`config.mk`:
```
export PLATFORM = sky130hd
export DESIGN_NAME = pipeline_ctrl
export DESIGN_NICKNAME = d
export VERILOG_FILES = /design/src/rtl/pipeline_ctrl.sv
export SDC_FILE = /design/constraint.sdc
export NUM_CORES = 1
export LEC_CHECK = 0
export CORE_MARGIN = 1.5
export CORE_UTILIZATION = 35
export CTS_CLUSTER_SIZE = 40
export DETAILED_ROUTE_END_ITERATION = 8
export GPL_ROUTABILITY_DRIVEN = 0
export HOLD_SLACK_MARGIN = 0.02
export SYNTH_ARGS = -nofsm -noshare
export SYNTH_HDL_FRONTEND = slang
export SYNTH_SLANG_ARGS = --single-unit
```
`constraint.sdc`:
```
create_clock -name clk -period 2.75 [get_ports clk]
set_input_delay 0.275 -clock clk [delete_from_list [all_inputs] [get_ports clk]]
set_output_delay 0.275 -clock clk [all_outputs]
set_load 0.01 [all_outputs]
```
`src/rtl/pipeline_ctrl.sv`:
```
// Five-stage pipeline hazard/sequencing controller: stall, flush and forwarding selects, boot/run/drain/halt FSM, perf counters.
// Controls are combinational from stage addresses; state, valid bits and counters update on the rising edge; no backpressure of its own.
module pipeline_ctrl #(
  parameter int BOOT_CYCLES  = 2,
  parameter int DRAIN_CYCLES = 3,
  parameter int CNT_W        = 32
) (
  input  logic             clk,
  input  logic             rst_n,
  input  logic [4:0]       dec_rs1,
  input  logic [4:0]       dec_rs2,
  input  logic             dec_halt_req,
  input  logic [4:0]       ex_rs1,
  input  logic [4:0]       ex_rs2,
  input  logic [4:0]       ex_rd,
  input  logic             ex_rd_we,
  input  logic [1:0]       ex_res_src,
  input  logic             ex_pc_src,
  input  logic [4:0]       mem_rd,
  input  logic             mem_rd_we,
  input  logic [4:0]       wb_rd,
  input  logic             wb_rd_we,
  output logic             stall_fetch,
  output logic             stall_decode,
  output logic             flush_decode,
  output logic             flush_exec,
  output logic [1:0]       fwd_a,
  output logic [1:0]       fwd_b,
  output logic             halted,
  output logic [CNT_W-1:0] cycle_cnt,
  output logic [CNT_W-1:0] stall_cnt,
  output logic [CNT_W-1:0] flush_cnt
);

  typedef enum logic [1:0] {S_BOOT, S_RUN, S_DRAIN, S_HALTED} state_e;

  localparam int SEQ_MAX = (BOOT_CYCLES > DRAIN_CYCLES) ? BOOT_CYCLES : DRAIN_CYCLES;
  localparam int SEQ_W   = (SEQ_MAX > 1) ? $clog2(SEQ_MAX) : 1;

  state_e           state_q, state_d;
  logic [SEQ_W-1:0] seq_q, seq_d;
  logic             v_d_q, v_e_q, v_m_q, v_w_q;
  logic [CNT_W-1:0] cycle_q, stall_q, flush_q;
  logic             lu;

  // x0 is hardwired zero, so it never produces a dependency
  always_comb begin
    fwd_a = 2'b00;
    if (ex_rs1 != 5'd0 && v_m_q && mem_rd_we && mem_rd == ex_rs1)      fwd_a = 2'b10;
    else if (ex_rs1 != 5'd0 && v_w_q && wb_rd_we && wb_rd == ex_rs1)   fwd_a = 2'b01;
    fwd_b = 2'b00;
    if (ex_rs2 != 5'd0 && v_m_q && mem_rd_we && mem_rd == ex_rs2)      fwd_b = 2'b10;
    else if (ex_rs2 != 5'd0 && v_w_q && wb_rd_we && wb_rd == ex_rs2)   fwd_b = 2'b01;
  end

  assign lu = v_e_q & v_d_q & ex_rd_we & (ex_res_src == 2'b01) & (ex_rd != 5'd0) &
              ((ex_rd == dec_rs1) | (ex_rd == dec_rs2));

  always_comb begin
    state_d      = state_q;
    seq_d        = seq_q;
    stall_fetch  = 1'b1;
    stall_decode = 1'b1;
    flush_decode = 1'b1;
    flush_exec   = 1'b1;
    halted       = 1'b0;
    case (state_q)
      S_BOOT: begin
        if (seq_q == SEQ_W'(BOOT_CYCLES - 1)) begin
          state_d = S_RUN;
          seq_d   = '0;
        end else begin
          seq_d = seq_q + SEQ_W'(1);
        end
      end
      S_RUN: begin
        // a redirect makes the decode slot wrong-path, so it overrides the load-use stall
        stall_fetch  = lu & ~ex_pc_src;
        stall_decode = lu & ~ex_pc_src;
        flush_exec   = lu | ex_pc_src;
        flush_decode = ex_pc_src;
        if (v_d_q && dec_halt_req && !ex_pc_src && !lu) begin
          state_d = S_DRAIN;
          seq_d   = '0;
        end
      end
      S_DRAIN: begin
        flush_decode = 1'b0;
        if (seq_q == SEQ_W'(DRAIN_CYCLES - 1)) begin
          state_d = S_HALTED;
          seq_d   = '0;
        end else begin
          seq_d = seq_q + SEQ_W'(1);
        end
      end
      S_HALTED: halted = 1'b1;
      default:  state_d = S_BOOT;
    endcase
  end

  always_ff @(posedge clk or negedge rst_n) begin
    if (!rst_n) begin
      state_q <= S_BOOT;
      seq_q   <= '0;
      v_d_q   <= 1'b0;
      v_e_q   <= 1'b0;
      v_m_q   <= 1'b0;
      v_w_q   <= 1'b0;
    end else begin
      state_q <= state_d;
      seq_q   <= seq_d;
      v_w_q   <= v_m_q;
      v_m_q   <= v_e_q;
      v_e_q   <= v_d_q & ~stall_decode & ~flush_exec;
      if (!stall_decode) v_d_q <= ~flush_decode;
    end
  end

  always_ff @(posedge clk or negedge rst_n) begin
    if (!rst_n) begin
      cycle_q <= '0;
      stall_q <= '0;
      flush_q <= '0;
    end else if (state_q != S_HALTED) begin
      cycle_q <= cycle_q + CNT_W'(1);
      if (state_q == S_RUN && stall_decode) stall_q <= stall_q + CNT_W'(1);
      if (state_q == S_RUN && ex_pc_src)    flush_q <= flush_q + CNT_W'(1);
    end
  end

  assign cycle_cnt = cycle_q;
  assign stall_cnt = stall_q;
  assign flush_cnt = flush_q;

endmodule
```
# After elaboration in Yosys (flattened, before gate mapping)
# Cells that the tools add are included.
# W data, S select, Z words.
dict set report word_totals {
  output_inout_bits 105
  word_cells 87
  in_bits 44
  regBits 104
}
dict set report op_classes {
  eq_ne 16
  n_addsub 4
  n_bitwise 14
  muxes 16
  n_reduce_logical 28
}
# operator n
set op_table {}
lappend op_table {{$add A32 B1 Y32 const B} 3}
lappend op_table {{$eq A5 B5 Y1} 6}
lappend op_table {{$logic_and A1 B1 Y1} 17}
lappend op_table {{$mux W2} 8}
lappend op_table {{$reduce_bool A5 Y1} 3}
lappend op_table {{$pmux W2 S3} 2}
lappend op_table {{$and A1 B1 Y1} 8}
lappend op_table {{$ne A2 B2 Y1 const B} 4}
lappend op_table {{$eq A2 B1 Y1 const B} 3}
lappend op_table {{$eq A2 B2 Y1 const B} 3}
lappend op_table {{$reduce_and A2 Y1} 3}
lappend op_table {{$mux W1} 5}
lappend op_table {{$not A1 Y1} 4}
lappend op_table {{$reduce_and A4 Y1} 1}
lappend op_table {{$reduce_bool A3 Y1} 1}
lappend op_table {{$add A2 B1 Y2 const B} 1}
lappend op_table {{$logic_not A1 Y1} 2}
lappend op_table {{$logic_not A2 Y1} 1}
lappend op_table {{$or A1 B1 Y1} 2}
lappend op_table {{$pmux W1 S2} 1}

# Longest topological paths before layout
dict set report logic_depth {
  word_depth 10
  depth_mapped 9
  depth_no_buf 7
}

# Worst setup path before layout
# Ideal clock, no wire load.
dict set report synth_timing {
  kind {flip-flop to flip-flop}
  startpoint {register state_q[0]}
  endpoint {register stall_q[20], in the netlist stall_cnt[20]}
  path_buffers 1
  arrival_time_ns 1.977
  t_required_ns 2.671
  setup_ns 0.079
  period_less_slack_ns 2.056
  path_stages_with_launch 8
  slack_ns 0.694
  cell_sequence {dfrtp_1 > ha_1 > buf_2 > or3b_4 > nor2_8 > nand4b_1 > nor4b_2 > xor2_1}
}
dict set report synth_between {
  elab_chain_cells 4
  elab_cells_between_ends 5
}
# item line_no
set synth_rtl {}
lappend synth_rtl {{start, declared} 40} ;# state_e state_q, state_d;
lappend synth_rtl {{start signal, assigned} 110} ;# state_q <= state_d;
lappend synth_rtl {{$eq A2 B1 Y1} {67, 126}}
lappend synth_rtl {{$mux W1} 67} ;# case (state_q)
lappend synth_rtl {{$logic_and A1 B1 Y1} 126} ;# if (state_q == S_RUN && stall_decode) stall_q <= stall_q + CNT_W'(1);
lappend synth_rtl {{$reduce_and A2 Y1 (no source line) (*)} --}
lappend synth_rtl {{end signal, assigned} 126}
lappend synth_rtl {{end, declared} 43} ;# logic [CNT_W-1:0] cycle_q, stall_q, flush_q;
# Mark *: on every way between the ends. The rest lies on a longest branch, timed or not.
# A chain may end at the register's enable or synchronous reset.

# Worst setup path after layout
dict set report layout_timing {
  startpoint {input port ex_rd[1]}
  endpoint {output port stall_decode}
}
dict set report layout_between {
  elab_chain_cells 5
  elab_cells_between_ends 8
}
# item line_no
set layout_rtl {}
lappend layout_rtl {{start, declared} 15} ;# input logic [4:0] ex_rd,
lappend layout_rtl {{$eq A5 B5 Y1 or $reduce_bool A5 Y1 (tied branches)} {57, 56}}
lappend layout_rtl {{$or A1 B1 Y1 or $and A1 B1 Y1 (tied branches)} {57, 56}}
lappend layout_rtl {{$and A1 B1 Y1 (*)} 56} ;# assign lu = v_e_q & v_d_q & ex_rd_we & (ex_res_src == 2'b01) & (ex_rd != 5'd0) &
lappend layout_rtl {{$and A1 B1 Y1 (*)} 79} ;# stall_decode = lu & ~ex_pc_src;
lappend layout_rtl {{$mux W1 (*)} 67}
lappend layout_rtl {{end, declared} 24} ;# output logic stall_decode,
# Marked as above.

==> out/qor.yml <==
avgSynthCellArea_sq_um: 10.6
cp_slowest_cell: "or4_4"
fill_cells: 1386
busiest_layer: "met2"
worst-endpoint-required_ns: 2.48
grt_use_met1_pct: 21.8
whs_path_depth: 0
critPathTopFamily: "buffers and inverters"
routed_wl_mm: 12.7
rr_endpoint: "flush_cnt[26]"
track_usage_pct: 16.4
drt_pass1_iterations: 6
drtIter0Drc: 142
synth-seq-cells: 104
syn2layout_area_growth_pct: 38.3
grt_overflow: 0
grt_pass1_wl_mm: 21.2
path_max_fanout: 3
p_leak_uw: 0.00324
vias: 4284
netlist_area_sq_um: 5360
cts_buffers: 9
crit_buf_inv: 3
synth_nets: 556
worstSetupPathDepth: 7
peakVddDrop_mv: 0.329
rsz0062_at_grt: "no"
fin_tns_setup_ns: 0
drive_gt1_share_pct: 7.09
dp_hpwl_mm: 9.54
max_cap_viol_count: 0
die-area_sq_um: 16100
htreeDepth: 3
crit_path_end_kind: "primary output"
cpPeakStageDelay_ns: 0.57
synthFlopType: "dfrtp_1"
status: "complete, no violations"
hold_class: "reg -> reg"
reg2reg_depth: 7
clock_sinks: 104
min_period_over_period_pct: 91.7
drc: 0
layout_min_cycle_time_ns: 2.52
core_area_sq_um: 15100
async_flop_share_pct: 100
arrival_ns: 2.25
viasPerCell: 5.03
cts_tree: "built"
grt_pass1_vias: 4344
pin_count: 149
wire_per_inst_microns: 15.0
antenna_found_initial: 0
ant_nets: 0
die_h_microns: 127
crit_type: "in -> out"
finalClockSkew_ns: 0.00716
die_w_microns: 127
diodes: 0
final_util_pct: 49.2
slew-limit-headroom_pct: 65.4
clk_latency_ns: 0.35
pre_cts_ws_ns: 0.0249
fmax_ghz: 0.396
nets: 711
finalHoldViolCount: 0
cts-root-buf: "clkbuf_16"
cp-start-kind: "input pin"
hold_start: "v_e_q"
r2r_start: "state_q[1]"
layout_setup_ws_ns: 0.227
p_per_area_nw_per_um2: 580
netlist_instances: 504
initial_core_util_pct: 35.5
crit_chain: "clkdlybuf4s50_1 > or4_4 > o211ai_4 > inv_1 > nand2_1 > o21ai_1 > clkdlybuf4s50_1"
synth_warnings: 0
met2_usage_pct: 26.4
synth_cell_types: 52
maxSlewViolCount: 0
reg2reg_setup_slack_ns: 0.38
cp_common_cell: "clkdlybuf4s50_1"
min_to: "v_m_q"
synth-edff-count: 0
ys_seq_area_share_pct: 48.5
cts_buffer_depth: 2
io_buffers: 148
grt_max_degree: 48
grt.met3_usage_pct: 3.92
clk_pin_slew_ns: 0.07
setup_violations: 0
rows: 45
worst_pin_slew_ns: 0.519
sequential cells by signal, indices dropped and copies added, names as in the netlist:
signal and count:
seq_q 2, v_e_q 1, v_m_q 1, v_d_q 1, state_q 2, flush_cnt 32
v_w_q 1, stall_cnt 32, cycle_cnt 32
worst max path at each step:
stage | from | end | slack [ns]
6_report | ex_rd[1] | stall_decode | 0.23
5_1_grt | ex_rd[0] | stall_fetch | 0.02
4_1_cts | ex_rs1[1] | fwd_a[0] | 0.04
3_5_place_dp | ex_rs1[1] | fwd_a[0] | 0.02
3_3_place_gp | ex_rs2[1] | fwd_b[0] | 0.16
2_1_floorplan | state_q[0] | stall_cnt[20] | 0.69
timing repair:
item / CTS / global route
endpoints found under the hold margin: 36 / 0
hold buffers: 1 / 0
gates resized for setup: 0 / 3
endpoints found under the setup margin: 0 / 4
buffers inserted: 0 / 0
worst register-to-register path: stages (launching register included):
cell	delay [ns]
dfrtp_1	0.41
inv_1	0.12
ha_1	0.37
nand4b_2	0.25
or3_1	0.56
nor3_4	0.29
nand3_1	0.13
xnor2_1	0.14
final cells by class:
| cell class | instances | area, sq um | share of cell area, % |
|---|---|---|---|
| tap | 188 | 235 | 3.17 |
| clock buffer | 10 | 239 | 3.22 |
| timing repair buffer | 160 | 1590 | 21.4 |
| inverter | 11 | 41.3 | 0.557 |
| sequential | 104 | 2600 | 35.1 |
| multi-input combinational | 373 | 2650 | 35.7 |
| clock inverter | 5 | 63.8 | 0.860 |
stage by stage:
| stage | hold slack, ns | cell area, sq um | cells | power [uW] |
|---|---|---|---|---|
| 2_1_floorplan | -0.0206 | 5360 | 504 | 2470 |
| 3_3_place_gp | 0.282 | 7100 | 835 | 2990 |
| 3_5_place_dp | 0.285 | 7100 | 835 | 3010 |
| 4_1_cts | 0.370 | 7410 | 851 | 4370 |
| 5_1_grt | 0.379 | 7420 | 851 | 4540 |
| 6_report | 0.369 | 7420 | 851 | 4300 |
layer usage:
metal / vias to the layer above / routed length [microns] / part of all wire (%)
met5: - / 0 / 0
met4: 0 / 254 / 2.0
met3: 21 / 564 / 4.4
met2: 114 / 5890 / 46
met1: 2084 / 6030 / 47
li1: 2065 / - / -
synth_stat cells, types with 2 or more instances:
cell type	instances	area, sq um
or3_1	2	12.5
nor4_4	2	42.5
ha_1	8	100
nand3_1	33	165
a21oi_1	3	15.0
xor2_1	45	394
or4_1	3	22.5
and3_1	10	62.6
and4b_1	2	20.0
mux2_2	3	33.8
and4_1	10	87.6
and2_1	3	18.8
nor3_1	28	140
dfrtp_1	104	2600
clkbuf_1	5	18.8
nand4b_1	2	17.5
inv_1	11	41.3
nor2_1	28	105
buf_2	7	35.0
o21ai_0	4	20.0
xnor2_1	77	674
nand4_1	35	219
nor4_1	9	56.3
buf_1	3	11.3
nand2b_1	2	12.5
nand2_1	38	143
o22ai_1	2	12.5
power by group:
group,total (uW),switching [uW],internal [uW]
clock,1330,597,734
combinational,1150,545,607
sequential,1820,150,1670
cells by family after synthesis:
logic type / after synthesis / synth area share (%)
AO/OA/AOI/OAI: 16 / 2.26
XOR/XNOR: 122 / 19.9
adder cells (fa/ha/maj): 8 / 1.87
buffers and inverters: 27 / 2.12
flip-flops: 104 / 48.5
multiplexers: 6 / 1.31
AND/OR/NAND/NOR: 221 / 24.0
cell usage in the layout (no fill, tap or decap), types with 2 or more instances in the layout:
master	instances
clkdlybuf4s50_1	145
dfrtp_1	104
xnor2_1	77
xor2_1	45
nand2_1	38
nand4_1	35
nand3_1	33
nor2_1	28
nor3_1	28
inv_1	11
buf_4	11
and3_1	10
and4_1	10
nor4_1	9
clkbuf_16	9
ha_1	8
o21ai_0	3
or4_1	3
a21oi_1	3
and2_1	3
mux2_2	3
o22ai_1	2
and4b_1	2
nand2b_1	2
nor4_4	2
nand4b_1	2
or3_1	2
inv_6	2
dlymetal6s2s_1	2
No activity file was read; power rests on OpenSTA's default activity.
